$ cat src/rtl/modulo_demux_hs.sv
// modulo_demux_hs: registered 1:N demultiplexer with valid/ready handshakes.
// Each accepted input word is routed by in_sel into a single-entry register
// of the addressed channel. A select outside 0..N_CH-1 is accepted and
// dropped, pulsing err and bumping the saturating err_cnt.
// Optional feature macro: MODULO_DEMUX_BROADCAST_EN adds a bcast input that
// writes an accepted word into every channel at once.
// Ports:
//   clk, rst_n        clock, asynchronous active-low reset
//   en                global enable for input acceptance
//   in_valid/in_ready input handshake (in_ready is combinational)
//   in_sel, in_data   destination channel and payload
//   bcast             broadcast request (only with MODULO_DEMUX_BROADCAST_EN)
//   out_valid/out_ready per-channel output handshake, bit k = channel k
//   out_data          channel k at [k*DATA_W +: DATA_W]
//   err, err_cnt      out-of-range pulse and saturating count
module modulo_demux_hs #(
  parameter int unsigned N_CH   = 16,
  parameter int unsigned DATA_W = 8,
  parameter int unsigned SEL_W  = 4,
  parameter int unsigned ERRC_W = 8
) (
  input  logic                     clk,
  input  logic                     rst_n,
  input  logic                     en,
  input  logic                     in_valid,
  output logic                     in_ready,
  input  logic [SEL_W-1:0]         in_sel,
  input  logic [DATA_W-1:0]        in_data,
`ifdef MODULO_DEMUX_BROADCAST_EN
  input  logic                     bcast,
`endif
  output logic [N_CH-1:0]          out_valid,
  input  logic [N_CH-1:0]          out_ready,
  output logic [N_CH*DATA_W-1:0]   out_data,
  output logic                     err,
  output logic [ERRC_W-1:0]        err_cnt
);

  localparam int unsigned DW_ALL = N_CH * DATA_W;
  localparam logic [ERRC_W-1:0] ERRC_MAX = '1;

  logic                w_bcast;
  logic [N_CH-1:0]     w_hit;
  logic                w_sel_ok;
  logic [N_CH-1:0]     w_can_acc;
  logic                w_acc;
  logic [N_CH-1:0]     w_v_nxt;
  logic [DW_ALL-1:0]   w_d_nxt;
  logic                w_err_nxt;
  logic [ERRC_W-1:0]   w_cnt_nxt;

  logic [N_CH-1:0]     r_v;
  logic [DW_ALL-1:0]   r_d;
  logic                r_err;
  logic [ERRC_W-1:0]   r_cnt;

`ifdef MODULO_DEMUX_BROADCAST_EN
  assign w_bcast = bcast;
`else
  assign w_bcast = 1'b0;
`endif

  // Select decode as a one-hot compare so no index can run past N_CH.
  always_comb begin
    w_hit = '0;
    for (int unsigned k = 0; k < N_CH; k++) begin
      w_hit[k] = (32'(in_sel) == 32'(k));
    end
  end

  assign w_sel_ok  = |w_hit;
  assign w_can_acc = ~r_v | out_ready;

  // Input ready: never looks at in_valid; out-of-range selects are always taken.
  always_comb begin
    in_ready = 1'b0;
    if (w_bcast) begin
      in_ready = en & (&w_can_acc);
    end else if (w_sel_ok) begin
      in_ready = en & (|(w_hit & w_can_acc));
    end else begin
      in_ready = en;
    end
  end

  // Next state: drain first, then a load on the same edge overrides the drain.
  always_comb begin
    w_acc     = in_valid & in_ready;
    w_v_nxt   = r_v & ~out_ready;
    w_d_nxt   = r_d;
    for (int unsigned k = 0; k < N_CH; k++) begin
      if (w_acc && (w_bcast || w_hit[k])) begin
        w_v_nxt[k]                   = 1'b1;
        w_d_nxt[k*DATA_W +: DATA_W]  = in_data;
      end
    end
    w_err_nxt = w_acc & ~w_bcast & ~w_sel_ok;
    w_cnt_nxt = r_cnt;
    if (w_err_nxt && (r_cnt != ERRC_MAX)) begin
      w_cnt_nxt = r_cnt + ERRC_W'(1);
    end
  end

  // State registers.
  always_ff @(posedge clk or negedge rst_n) begin
    if (!rst_n) begin
      r_v   <= '0;
      r_d   <= '0;
      r_err <= 1'b0;
      r_cnt <= '0;
    end else begin
      r_v   <= w_v_nxt;
      r_d   <= w_d_nxt;
      r_err <= w_err_nxt;
      r_cnt <= w_cnt_nxt;
    end
  end

  assign out_valid = r_v;
  assign out_data  = r_d;
  assign err       = r_err;
  assign err_cnt   = r_cnt;

endmodule

$ cat config.mk
export PLATFORM = sky130hd
export DESIGN_NAME = modulo_demux_hs
export DESIGN_NICKNAME = d
export VERILOG_FILES = /design/src/rtl/modulo_demux_hs.sv
export SDC_FILE = /design/constraint.sdc
export NUM_CORES = 1
export LEC_CHECK = 0
export BUFFER_PORTS_ARGS = -buffer_cell sky130_fd_sc_hd__buf_4
export CAP_MARGIN = 0
export CORE_MARGIN = 3
export CORE_UTILIZATION = 55
export DETAILED_ROUTE_END_ITERATION = 10
export GPL_TIMING_DRIVEN = 0
export PLACE_DENSITY = 0.94
export SYNTH_ARGS = -nofsm -noshare
export SYNTH_HDL_FRONTEND = slang
export SYNTH_SLANG_ARGS = --single-unit
$ cat constraint.sdc
create_clock -name clk -period 4 [get_ports clk]
set_input_delay 0.2 -clock clk [delete_from_list [all_inputs] [get_ports clk]]
set_output_delay 0.2 -clock clk [all_outputs]
set_load 0.05 [all_outputs]
# Word level (Yosys, flattened, before mapping)
# Index checks and enable logic that the tools add are counted.
dict set report totals {
  input_bits 32
  elab_cells 82
  register_bits 153
}
dict set report op_classes {
  n_mux 17
  n_eq_ne 16
  bitwise 9
  n_reduce_logical 20
  n_addsub 1
}
# operator n
set ops {}
lappend ops {{$and A16 B16 Y16} 2}
lappend ops {{$eq A4 B4 Y1 const B} 8}
lappend ops {{$not A16 Y16} 2}
lappend ops {{$reduce_or A16 Y1} 2}
lappend ops {{$logic_and A1 B1 Y1} 17}
lappend ops {{$mux W1} 17}
lappend ops {{$eq A4 B3 Y1 const B} 4}
lappend ops {{$or A16 B16 Y16} 1}
lappend ops {{$add A8 B1 Y8 const B} 1}
lappend ops {{$eq A4 B2 Y1 const B} 2}
lappend ops {{$ne A8 B8 Y1 const B} 1}
lappend ops {{$eq A4 B1 Y1 const B} 1}
lappend ops {{$logic_not A4 Y1} 1}
lappend ops {{$and A1 B1 Y1} 3}
lappend ops {{$not A1 Y1} 1}

# Longest topological paths before layout
# Gate-level depths: netlist of run 1.
dict set report depth {
  depth_word 9
  ltp_mapped 9
  depth_no_buf 6
}

# Worst setup path after synthesis of run 1
# No wires, ideal clock.
dict set report synth_timing {
  kind {register to register}
  from {register r_v[7], in the netlist out_valid[7]}
  to {register r_d[72], in the netlist out_data[72]}
  arrival_ps 2490
  path_buffers 2
  synth_period_minus_slack_ps 2615
  stages_incl_launch_ff 9
  required_time_ps 3875
  path_slack_ps 1385
  setup_time_ps 125
  path_cell_list {dfrtp_1 > inv_1 > o311a_1 > a31o_2 > buf_2 > nor4_4 > or3_1 > buf_6 > mux2_4}
}
dict set report synth_between {
  elab_chain_cells 8
}
# element line
set synth_rtl {}
lappend synth_rtl {{start: declaration} 52} ;# logic [N_CH-1:0] r_v;
lappend synth_rtl {{start signal: assignment} 112} ;# r_v <= w_v_nxt;
lappend synth_rtl {{$not A16 Y16} 72} ;# assign w_can_acc = ~r_v | out_ready;
lappend synth_rtl {{$or A16 B16 Y16} 72}
lappend synth_rtl {{$and A16 B16 Y16} 80} ;# in_ready = en & (|(w_hit & w_can_acc));
lappend synth_rtl {{$reduce_or A16 Y1} 80}
lappend synth_rtl {{$and A1 B1 Y1} 80}
lappend synth_rtl {{$mux W1} 79} ;# end else if (w_sel_ok) begin
lappend synth_rtl {{$and A1 B1 Y1} 88} ;# w_acc = in_valid & in_ready;
lappend synth_rtl {{$logic_and A1 B1 Y1} 92} ;# if (w_acc && (w_bcast || w_hit[k])) begin
lappend synth_rtl {{end signal: assignment} 113} ;# r_d <= w_d_nxt;
lappend synth_rtl {{end: declaration} 53} ;# logic [DW_ALL-1:0] r_d;
# Every way passes these cells.
# A chain may end at the register's enable or synchronous reset.

# Worst setup path after layout of run 1
dict set report layout_timing {
  from {register r_v[5], in the netlist out_valid[5]}
  to {output in_ready}
}
dict set report layout_between {
  elab_chain_cells 6
}
# element line
set layout_rtl {}
lappend layout_rtl {{$not A16 Y16} 72}
lappend layout_rtl {{$or A16 B16 Y16} 72}
lappend layout_rtl {{$and A16 B16 Y16} 80}
lappend layout_rtl {{$reduce_or A16 Y1} 80}
lappend layout_rtl {{$and A1 B1 Y1} 80}
lappend layout_rtl {{$mux W1} 79}
lappend layout_rtl {{end: declaration} 26} ;# output logic in_ready,
# Every way passes these cells.

==> results_tabular.tex, run 1 <==
\begin{tabular}{lr}
\hline
Metric & Value \\
\hline
\multicolumn{2}{l}{\textbf{Detailed routing}} \\
Remaining antenna violation count after routing & 0 \\
Number of DRC violations after detailed routing & 0 \\
Vias after detailed routing & 4682 \\
Vias per cell & 5.93 \\
Final wirelength & 18.3 mm \\
Initial DRC count & 476 \\
Average wire per standard cell & 23.2 um \\
DR pass1 iterations & 5 \\
\multicolumn{2}{l}{\textbf{Logic synthesis}} \\
Post-synthesis average cell area & 14.7 um\^{}2 \\
Synthesis-stage register bit count & 153 \\
Cell types with the largest area share after synthesis & dfrtp\_1 63\%, a22o\_1 10\%, mux2\_4 9.9\%, mux2\_2 3.0\%, nand2b\_1 1.1\% \\
Synth Net Count & 446 \\
Yosys Warn Count & 0 \\
Share of the yosys chip area belonging to registers & 63.1\% \\
Post-Synthesis Cell Area & 6070 um\^{}2 \\
Distinct cells, synth & 40 \\
Post-synth top area cell & dfrtp\_1 \\
Cell count after synthesis & 414 \\
Area share of the largest cell type after synthesis & 63.1\% \\
\multicolumn{2}{l}{\textbf{GRT}} \\
GR Util All Layers & 30.2\% \\
Initial antenna violation count & 0 \\
Wire length of the first global-routing pass & 28.5 mm \\
Maximum number of pins on one net before global-route repair & 98 \\
Via count of the first global-routing pass & 4938 \\
GR Overflow Total & 0 \\
\multicolumn{2}{l}{\textbf{Finish}} \\
Non-filler cells in the finished layout & 790 \\
Area Overhead vs Synth & 38.6\% \\
Number of filler instances in the final layout & 560 \\
Final core area utilization & 80.1\% \\
Antenna cell count & 0 \\
Area of combinational cells with multiple inputs & 2050 um\^{}2 \\
Reg area & 3830 um\^{}2 \\
Final net count & 674 \\
Proportion of layout cells with a drive suffix above 1 & 45.0\% \\
Summed area of non-filler cells in the final layout & 8420 um\^{}2 \\
\multicolumn{2}{l}{\textbf{STA}} \\
Final Hold Fails & 0 \\
Slew of the pin with the lowest slew margin & 1.14 ns \\
Final clock period utilization by the worst path & 76.4\% \\
Setup repair after global routing missed its margin & false \\
Final setup TNS & 0 ns \\
Worst slew slack as a fraction of its limit & 23.9\% \\
Fmax achieved & 327 MHz \\
Number of max-slew violations in the final report & 0 \\
Tmin final & 3.06 ns \\
Max Clock Skew & 0.00673 ns \\
Setup violations, final & 0 \\
\multicolumn{2}{l}{\textbf{Setup path}} \\
Crit path kind & register to primary output \\
Largest delay contributor family on the critical path & simple AND/OR/NAND/NOR gates \\
Slowest cell on crit path & nor4\_4 \\
Peak per-stage delay on the critical path & 0.54 ns \\
Arr. time, crit path & 2.86 ns \\
Required time of the critical path & 3.80 ns \\
Crit. End Element & primary output \\
Worst Path Buf+Inv & 2 \\
Worst Setup Start Kind & register \\
Cell chain of the critical path & or3b\_2 -> a32oi\_1 -> nor2\_1 -> nor4\_4 -> buf\_4 -> nor2b\_1 -> buf\_4 \\
Top cell by count, worst path & buf\_4 \\
Largest fanout of any net on the critical path & 10 \\
\multicolumn{2}{l}{\textbf{Clock tree}} \\
Number of clock sinks & 153 \\
Clock buffers created by TritonCTS & 17 \\
Root Buffer Master & clkbuf\_8 \\
Cells resized by post-CTS repair & 0 \\
Clk buf depth & 2 \\
Clk slew on worst S/H paths & 0.06 ns \\
CTS H-Tree Depth & 4 \\
Clock latency reported for the late side of the worst-skew pair & 0.53 ns \\
CTS tree & done \\
\multicolumn{2}{l}{\textbf{Die}} \\
Core area & 10500 um\^{}2 \\
Die outline area & 12300 um\^{}2 \\
Starting density of the core & 57.8\% \\
Site row count & 37 \\
\# IOs & 186 \\
Horiz. Die Dim & 111 um \\
DIE HEIGHT & 111 um \\
\multicolumn{2}{l}{\textbf{Run}} \\
Max-Cap Viols & 0 \\
\multicolumn{2}{l}{\textbf{Pwr}} \\
Leakage dissipation & 4.36 nW \\
Clk pwr share & 28.0\% \\
Int Power & 3.18 mW \\
Switching share of power & 38.2\% \\
Sw power & 1.96 mW \\
Power per standard cell area & 610 nW/um\^{}2 \\
Seq pwr share & 38.1\% \\
Post-layout total power & 5.14 mW \\
Worst voltage drop across the vdd grid & 0.000378 V \\
Combinational cell fraction of total power & 33.9\% \\
\multicolumn{2}{l}{\textbf{Placement}} \\
Placed cell area & 7660 um\^{}2 \\
Placed wire-length estimate after detailed placement & 11.9 mm \\
Cells after DPL & 736 \\
GPL Wtd Cong & 0.825 \\
Number of input and output port buffers inserted & 185 \\
\multicolumn{2}{l}{\textbf{Run status}} \\
Result of the run & complete, no violations \\
\multicolumn{2}{l}{\textbf{Worst hold path}} \\
Worst hold path class & primary input to register \\
\hline
\end{tabular}
-- synthesized netlist by cell type --
master     count
nand3_1        1
a22oi_1        1
nor4_4         2
dfrtp_1      153
o31ai_1        1
and4bb_2       1
nor3b_1        2
clkbuf_1      10
o311ai_2       1
nor2_1        15
buf_6          6
or3b_2         1
o211ai_1       9
nand2b_1      11
buf_4          3
a32oi_1        1
nor4bb_1       1
a2111o_1       1
a31o_2         1
nor3_1         2
a31oi_1        1
or3_1          5
mux2_4        40
nor3_4         1
or2_1          1
nand2_1       17
buf_2          5
nor4b_4        1
a22o_1        72
and3_1         1
o311a_1        1
nor2b_1        3
a21o_1         1
inv_1         10
o21ai_0        9
nand3b_1       4
conb_1         1
o2111ai_1      1
and2_1         1
mux2_2        16
-- worst paths after layout --
kind / start / end / slack (ns) / depth (start not counted)
setup / recovery: out_valid[5] / in_ready / 0.94 / 7
hold / removal: in_data[2] / out_data[114] / 0.03 / 2
setup reg to reg: out_valid[2] / out_data[66] / 1.24 / 7
hold reg to reg: err_cnt[2] / err_cnt[2] / 0.46 / 1
max in group asynchronous: rst_n / out_data[49] / 2.96 / 3
min in group asynchronous: rst_n / err / 0.22 / 2
-- per-layer routing --
metal  vias up  GRT usage (%)  part of all wire (%)
li1       1974              -                     -
met1      2399           37.4                    38
met2       253           49.6                    50
met3        56           8.57                   7.8
met4         0           13.4                   3.8
met5         -              0                     0
-- stage by stage --
step	worst slack (ns)	hold slack, ns
final	0.943	0.0290
after global routing	0.870	0.0172
after CTS	1.03	0.00393
after detailed placement	1.03	0.190
after global placement	1.15	0.388
after floorplan	1.39	-0.0956
-- final cells by class --
| cell class | count | area share (%) |
|---|---|---|
| Sequential cell | 153 | 45.5 |
| Buffer | 24 | 1.81 |
| Inverter | 10 | 0.446 |
| Clock buffer | 18 | 4.97 |
| Tap cell | 136 | 2.02 |
| Timing Repair Buffer | 209 | 19.6 |
| Clock inverter | 13 | 1.28 |
| Multi-Input combinational cell | 227 | 24.4 |
-- power groups by stage --
stage / Clock, mW / Combinational [mW] / Sequential [mW]
after floorplan: 0 / 0.312 / 2.77
after global placement: 0 / 1.68 / 1.95
after detailed placement: 0 / 1.72 / 1.96
after CTS: 1.44 / 1.74 / 1.95
after global routing: 1.52 / 1.79 / 1.98
final: 1.44 / 1.74 / 1.96
-- layout by cell type, fill, tap and decap left out, types with 2 or more instances in the layout --
master,instances
a22o_1,72
buf_2,5
buf_4,187
buf_6,7
clkbuf_1,11
clkbuf_16,16
clkinv_2,6
clkinv_4,2
clkinvlp_4,4
dfrtp_1,153
dlygate4sd3_1,23
inv_1,10
mux2_2,16
mux2_4,40
nand2_1,17
nand2b_1,11
nand3b_1,4
nor2_1,15
nor2b_1,3
nor3_1,2
nor3b_1,2
nor4_4,2
o211ai_1,9
o21ai_0,9
or3_1,5
-- cells by family (layout without fill, tap and decap cells) --
logic type / count (synthesis) / in the layout / share of synthesized area [%]
muxes: 56 / 56 / 12.9
DFF: 153 / 153 / 63.1
buffers and inverters: 34 / 274 / 3.13
and+or+nand+nor: 70 / 70 / 7.11
AOI/OAI and AO/OA: 100 / 100 / 13.8
other: 1 / 1 / 0.0618
-- sequential cells by signal (all words and copies together) (netlist names) --
signal and flops:
err_cnt 8, out_valid 16, err 1, out_data 128
-- worst reg2reg max path, delay by kind of cell, from the launching register on --
family | cells | cell delay, ns
AOI/OAI and AO/OA | 3 | 0.87
buffers and inverters | 1 | 0.22
DFF | 1 | 0.40
and+or+nand+nor | 3 | 1.21
-- timing repair --
item,in CTS,in global routing
hold buffers,23,0
hold endpoints to repair,107,0
setup buffers,0,0
No activity file was read; power rests on OpenSTA's default activity.
==> inputs of run 2 (changes only) <==
--- a/config.mk
+++ b/config.mk
@@ -5,13 +5,14 @@
 export SDC_FILE = /design/constraint.sdc
 export NUM_CORES = 1
 export LEC_CHECK = 0
+export ABC_AREA = 1
 export BUFFER_PORTS_ARGS = -buffer_cell sky130_fd_sc_hd__buf_4
 export CAP_MARGIN = 0
 export CORE_MARGIN = 3
-export CORE_UTILIZATION = 55
+export CORE_UTILIZATION = 52
 export DETAILED_ROUTE_END_ITERATION = 10
 export GPL_TIMING_DRIVEN = 0
-export PLACE_DENSITY = 0.94
+export PLACE_DENSITY = 0.88
 export SYNTH_ARGS = -nofsm -noshare
 export SYNTH_HDL_FRONTEND = slang
 export SYNTH_SLANG_ARGS = --single-unit
==> constraint.sdc (replaced) <==
create_clock -name clk -period 3.1 [get_ports clk]
set_input_delay 0.155 -clock clk [delete_from_list [all_inputs] [get_ports clk]]
set_output_delay 0.155 -clock clk [all_outputs]
set_load 0.05 [all_outputs]
==> run 2 against run 1 <==
  * Sequential share of layout area shrank 2.1 points
  * Synthesized cell count grew 81%
  * Critical path depth grew 2
  * Critical endpoint unchanged
==> results_tabular.tex, run 2 <==
\begin{tabular}{lr}
\hline
Metric & Value \\
\hline
\multicolumn{2}{l}{\textbf{Worst hold path}} \\
Start point of the worst min-delay path & out\_ready[15] \\
Worst Hold Endpoint & out\_valid[15] \\
Cell depth of the worst hold path & 4 \\
Worst hold path class & primary input to register \\
\multicolumn{2}{l}{\textbf{Logic synthesis}} \\
List of most frequent post-synthesis cells & 312 x nand2\_1, 153 x dfrtp\_1, 134 x nand4\_1, 36 x inv\_1, 31 x clkbuf\_1 \\
Post-Synth XOR/XNOR Area & 0\% \\
Share of the yosys chip area belonging to registers & 57.1\% \\
Adder and majority gate portion of the synthesized area & 0\% \\
Cell with the most instances after synthesis & nand2\_1 \\
Cell count after synthesis & 751 \\
Post-synthesis average cell area & 8.93 um\^{}2 \\
Share of synthesized flip-flops with an asynchronous set or reset & 100\% \\
Distinct cells, synth & 16 \\
Complex-gate fraction of the synthesized area & 0\% \\
Synth Area in Simple Gates & 36.8\% \\
Synthesis-stage register bit count & 153 \\
Yosys Warn Count & 0 \\
Ys flop type & dfrtp\_1 \\
Count of flip-flops with a built-in enable after synthesis & 0 \\
Post-synth top area cell & dfrtp\_1 \\
Dominant combinational cell family by area after synthesis & simple AND/OR/NAND/NOR gates \\
Cell types with the largest area share after synthesis & dfrtp\_1 57\%, nand2\_1 17\%, nand4\_1 13\%, nand4\_4 3.2\%, inv\_1 2.0\% \\
Post-Synthesis Cell Area & 6710 um\^{}2 \\
Area share of the largest cell type after synthesis & 57.1\% \\
Mux share of post-synthesis cell area & 0\% \\
Synth Net Count & 783 \\
\multicolumn{2}{l}{\textbf{STA}} \\
Final clock period utilization by the worst path & 67.8\% \\
Max Clock Skew & 0.00811 ns \\
Number of max-slew violations in the final report & 0 \\
Final Hold Fails & 0 \\
Final hold slack & 0.0169 ns \\
Fmax achieved & 476 MHz \\
Slew of the pin with the lowest slew margin & 0.927 ns \\
Setup repair after global routing missed its margin & false \\
Setup violations, final & 0 \\
Worst slew slack as a fraction of its limit & 38.2\% \\
Tmin final & 2.10 ns \\
Final setup TNS & 0 ns \\
\multicolumn{2}{l}{\textbf{Clock tree}} \\
Clock buffers created by TritonCTS & 17 \\
CTS tree & done \\
Root Buffer Master & clkbuf\_16 \\
Clk slew on worst S/H paths & 0.06 ns \\
Number of clock sinks & 153 \\
Clock latency reported for the late side of the worst-skew pair & 0.43 ns \\
Hold-fix buffers, CTS & 1 \\
CTS H-Tree Depth & 4 \\
Cells resized by post-CTS repair & 0 \\
Buffer count from post-CTS setup fixing & 0 \\
Clk buf depth & 2 \\
\multicolumn{2}{l}{\textbf{Setup path}} \\
Required time of the critical path & 2.94 ns \\
Crit path kind & register to primary output \\
Peak per-stage delay on the critical path & 0.38 ns \\
Worst Path Buf+Inv & 2 \\
Reg-to-reg endpoint & out\_data[115] \\
Startpoint of the worst-slack reg-to-reg timing path & out\_valid[3] \\
Crit. End Element & primary output \\
Cell chain of the critical path & nand2\_1 -> nand3\_1 -> nand2\_1 -> nor2\_1 -> nand2\_1 -> nor2\_1 -> nor2\_1 -> buf\_2 -> buf\_4 \\
Largest fanout of any net on the critical path & 10 \\
Reg2reg path depth & 11 \\
Arr. time, crit path & 1.95 ns \\
Slowest cell on crit path & dfrtp\_1 \\
Largest delay contributor family on the critical path & simple AND/OR/NAND/NOR gates \\
Flop-to-flop setup slack & 1.24 ns \\
Worst Setup Start Kind & register \\
\multicolumn{2}{l}{\textbf{GRT}} \\
Met1 global-route usage & 39.8\% \\
Initial antenna violation count & 0 \\
GR Util All Layers & 29.3\% \\
Wire length of the first global-routing pass & 32.2 mm \\
Layer with the highest usage after global routing & met2 \\
Met3 Usage GRT & 8.53\% \\
Via count of the first global-routing pass & 5943 \\
Maximum number of pins on one net before global-route repair & 79 \\
Met2 usage & 44.2\% \\
GR Overflow Total & 0 \\
\multicolumn{2}{l}{\textbf{Run status}} \\
Result of the run & complete, no violations \\
\multicolumn{2}{l}{\textbf{Placement}} \\
GPL Wtd Cong & 0.910 \\
Placed wire-length estimate after detailed placement & 14.3 mm \\
Cells after DPL & 1095 \\
Number of input and output port buffers inserted & 175 \\
Placed cell area & 8260 um\^{}2 \\
\multicolumn{2}{l}{\textbf{Finish}} \\
Flip-flop count of the largest register, all copies and words added & 128 \\
Non-filler cells in the finished layout & 1127 \\
Number of filler instances in the final layout & 972 \\
Area Overhead vs Synth & 31.7\% \\
Final net count & 979 \\
Summed area of non-filler cells in the final layout & 8830 um\^{}2 \\
Proportion of layout cells with a drive suffix above 1 & 24.9\% \\
Commonest cells after routing, fill and taps aside & 312 x nand2\_1, 187 x buf\_4, 153 x dfrtp\_1 \\
Commonest non-fill, non-tap cell in the layout & nand2\_1 \\
Antenna cell count & 0 \\
\multicolumn{2}{l}{\textbf{Pwr}} \\
Power per standard cell area & 770 nW/um\^{}2 \\
Post-layout total power & 6.80 mW \\
Leakage dissipation & 4.98 nW \\
Worst voltage drop across the vdd grid & 0.000481 V \\
\multicolumn{2}{l}{\textbf{Run}} \\
Max-Cap Viols & 0 \\
\multicolumn{2}{l}{\textbf{Detailed routing}} \\
Vias after detailed routing & 6274 \\
Average wire per standard cell & 18.3 um \\
DR pass1 iterations & 5 \\
Remaining antenna violation count after routing & 0 \\
Vias per cell & 5.57 \\
Final wirelength & 20.6 mm \\
Number of DRC violations after detailed routing & 0 \\
Initial DRC count & 692 \\
\multicolumn{2}{l}{\textbf{Die}} \\
Site row count & 40 \\
Core area & 12300 um\^{}2 \\
Horiz. Die Dim & 120 um \\
Die outline area & 14300 um\^{}2 \\
\# IOs & 186 \\
Starting density of the core & 54.5\% \\
DIE HEIGHT & 120 um \\
\hline
\end{tabular}
==> run 2: metal layers <==
metal	share of wire (%)	wire length (um)	vias to the layer above
met3	10	2150	59
met4	3.7	762	0
met5	0	0	-
met1	40	8280	2981
met2	46	9380	340
li1	-	-	2894
==> run 2: tightest hold or removal path, delay by kind of cell <==
family / cells / cell delay, ns
buffers and inverters: 2 / 0.12
and+or+nand+nor: 2 / 0.14
==> run 2: cells by family (layout without fill, tap and decap cells) <==
group	count (synthesis)	count (layout)
and+or+nand+nor	504	504
DFF	153	153
buffers and inverters	93	301
other	1	1
==> run 2: worst max-delay path by stage <==
stage / startpoint / to / slack, ns / cells past startpoint
2_1_floorplan: out_valid[3] / out_data[48] / 1.38 / 10
3_3_place_gp: in_sel[3] / out_data[7] / 0.98 / 7
3_5_place_dp: in_sel[3] / out_data[7] / 0.94 / 7
4_1_cts: out_valid[4] / in_ready / 1.00 / 9
5_1_grt: out_valid[3] / in_ready / 0.79 / 9
6_report: out_valid[4] / in_ready / 1.0 / 9
==> run 2: per-stage QoR <==
| stage | util [%] | setup WS [ns] |
|---|---|---|
| 3_5_place_dp | 67.1 | 0.937 |
| 6_report | 71.7 | 0.998 |
| 4_1_cts | 71.7 | 1.00 |
| 5_1_grt | 71.7 | 0.791 |
| 2_1_floorplan | - | 1.38 |
| 3_3_place_gp | 66.8 | 0.977 |
==> run 2: cell type report <==
class | count | area (um^2) | area share [%]
buffer | 57 | 274 | 3.10
sequential | 153 | 3830 | 43.4
timing repair buffer | 177 | 1360 | 15.3
inverter | 36 | 135 | 1.53
tap | 168 | 210 | 2.38
clock inverter | 8 | 70.1 | 0.794
multi-input combinational | 505 | 2470 | 28.0
clock buffer | 23 | 488 | 5.53
==> run 2: power by group <==
part,internal (mW),switching [mW],leakage (nW)
combinational,0.620,1.71,2.67
sequential,2.31,0.205,2.04
clock,1.18,0.781,0.275
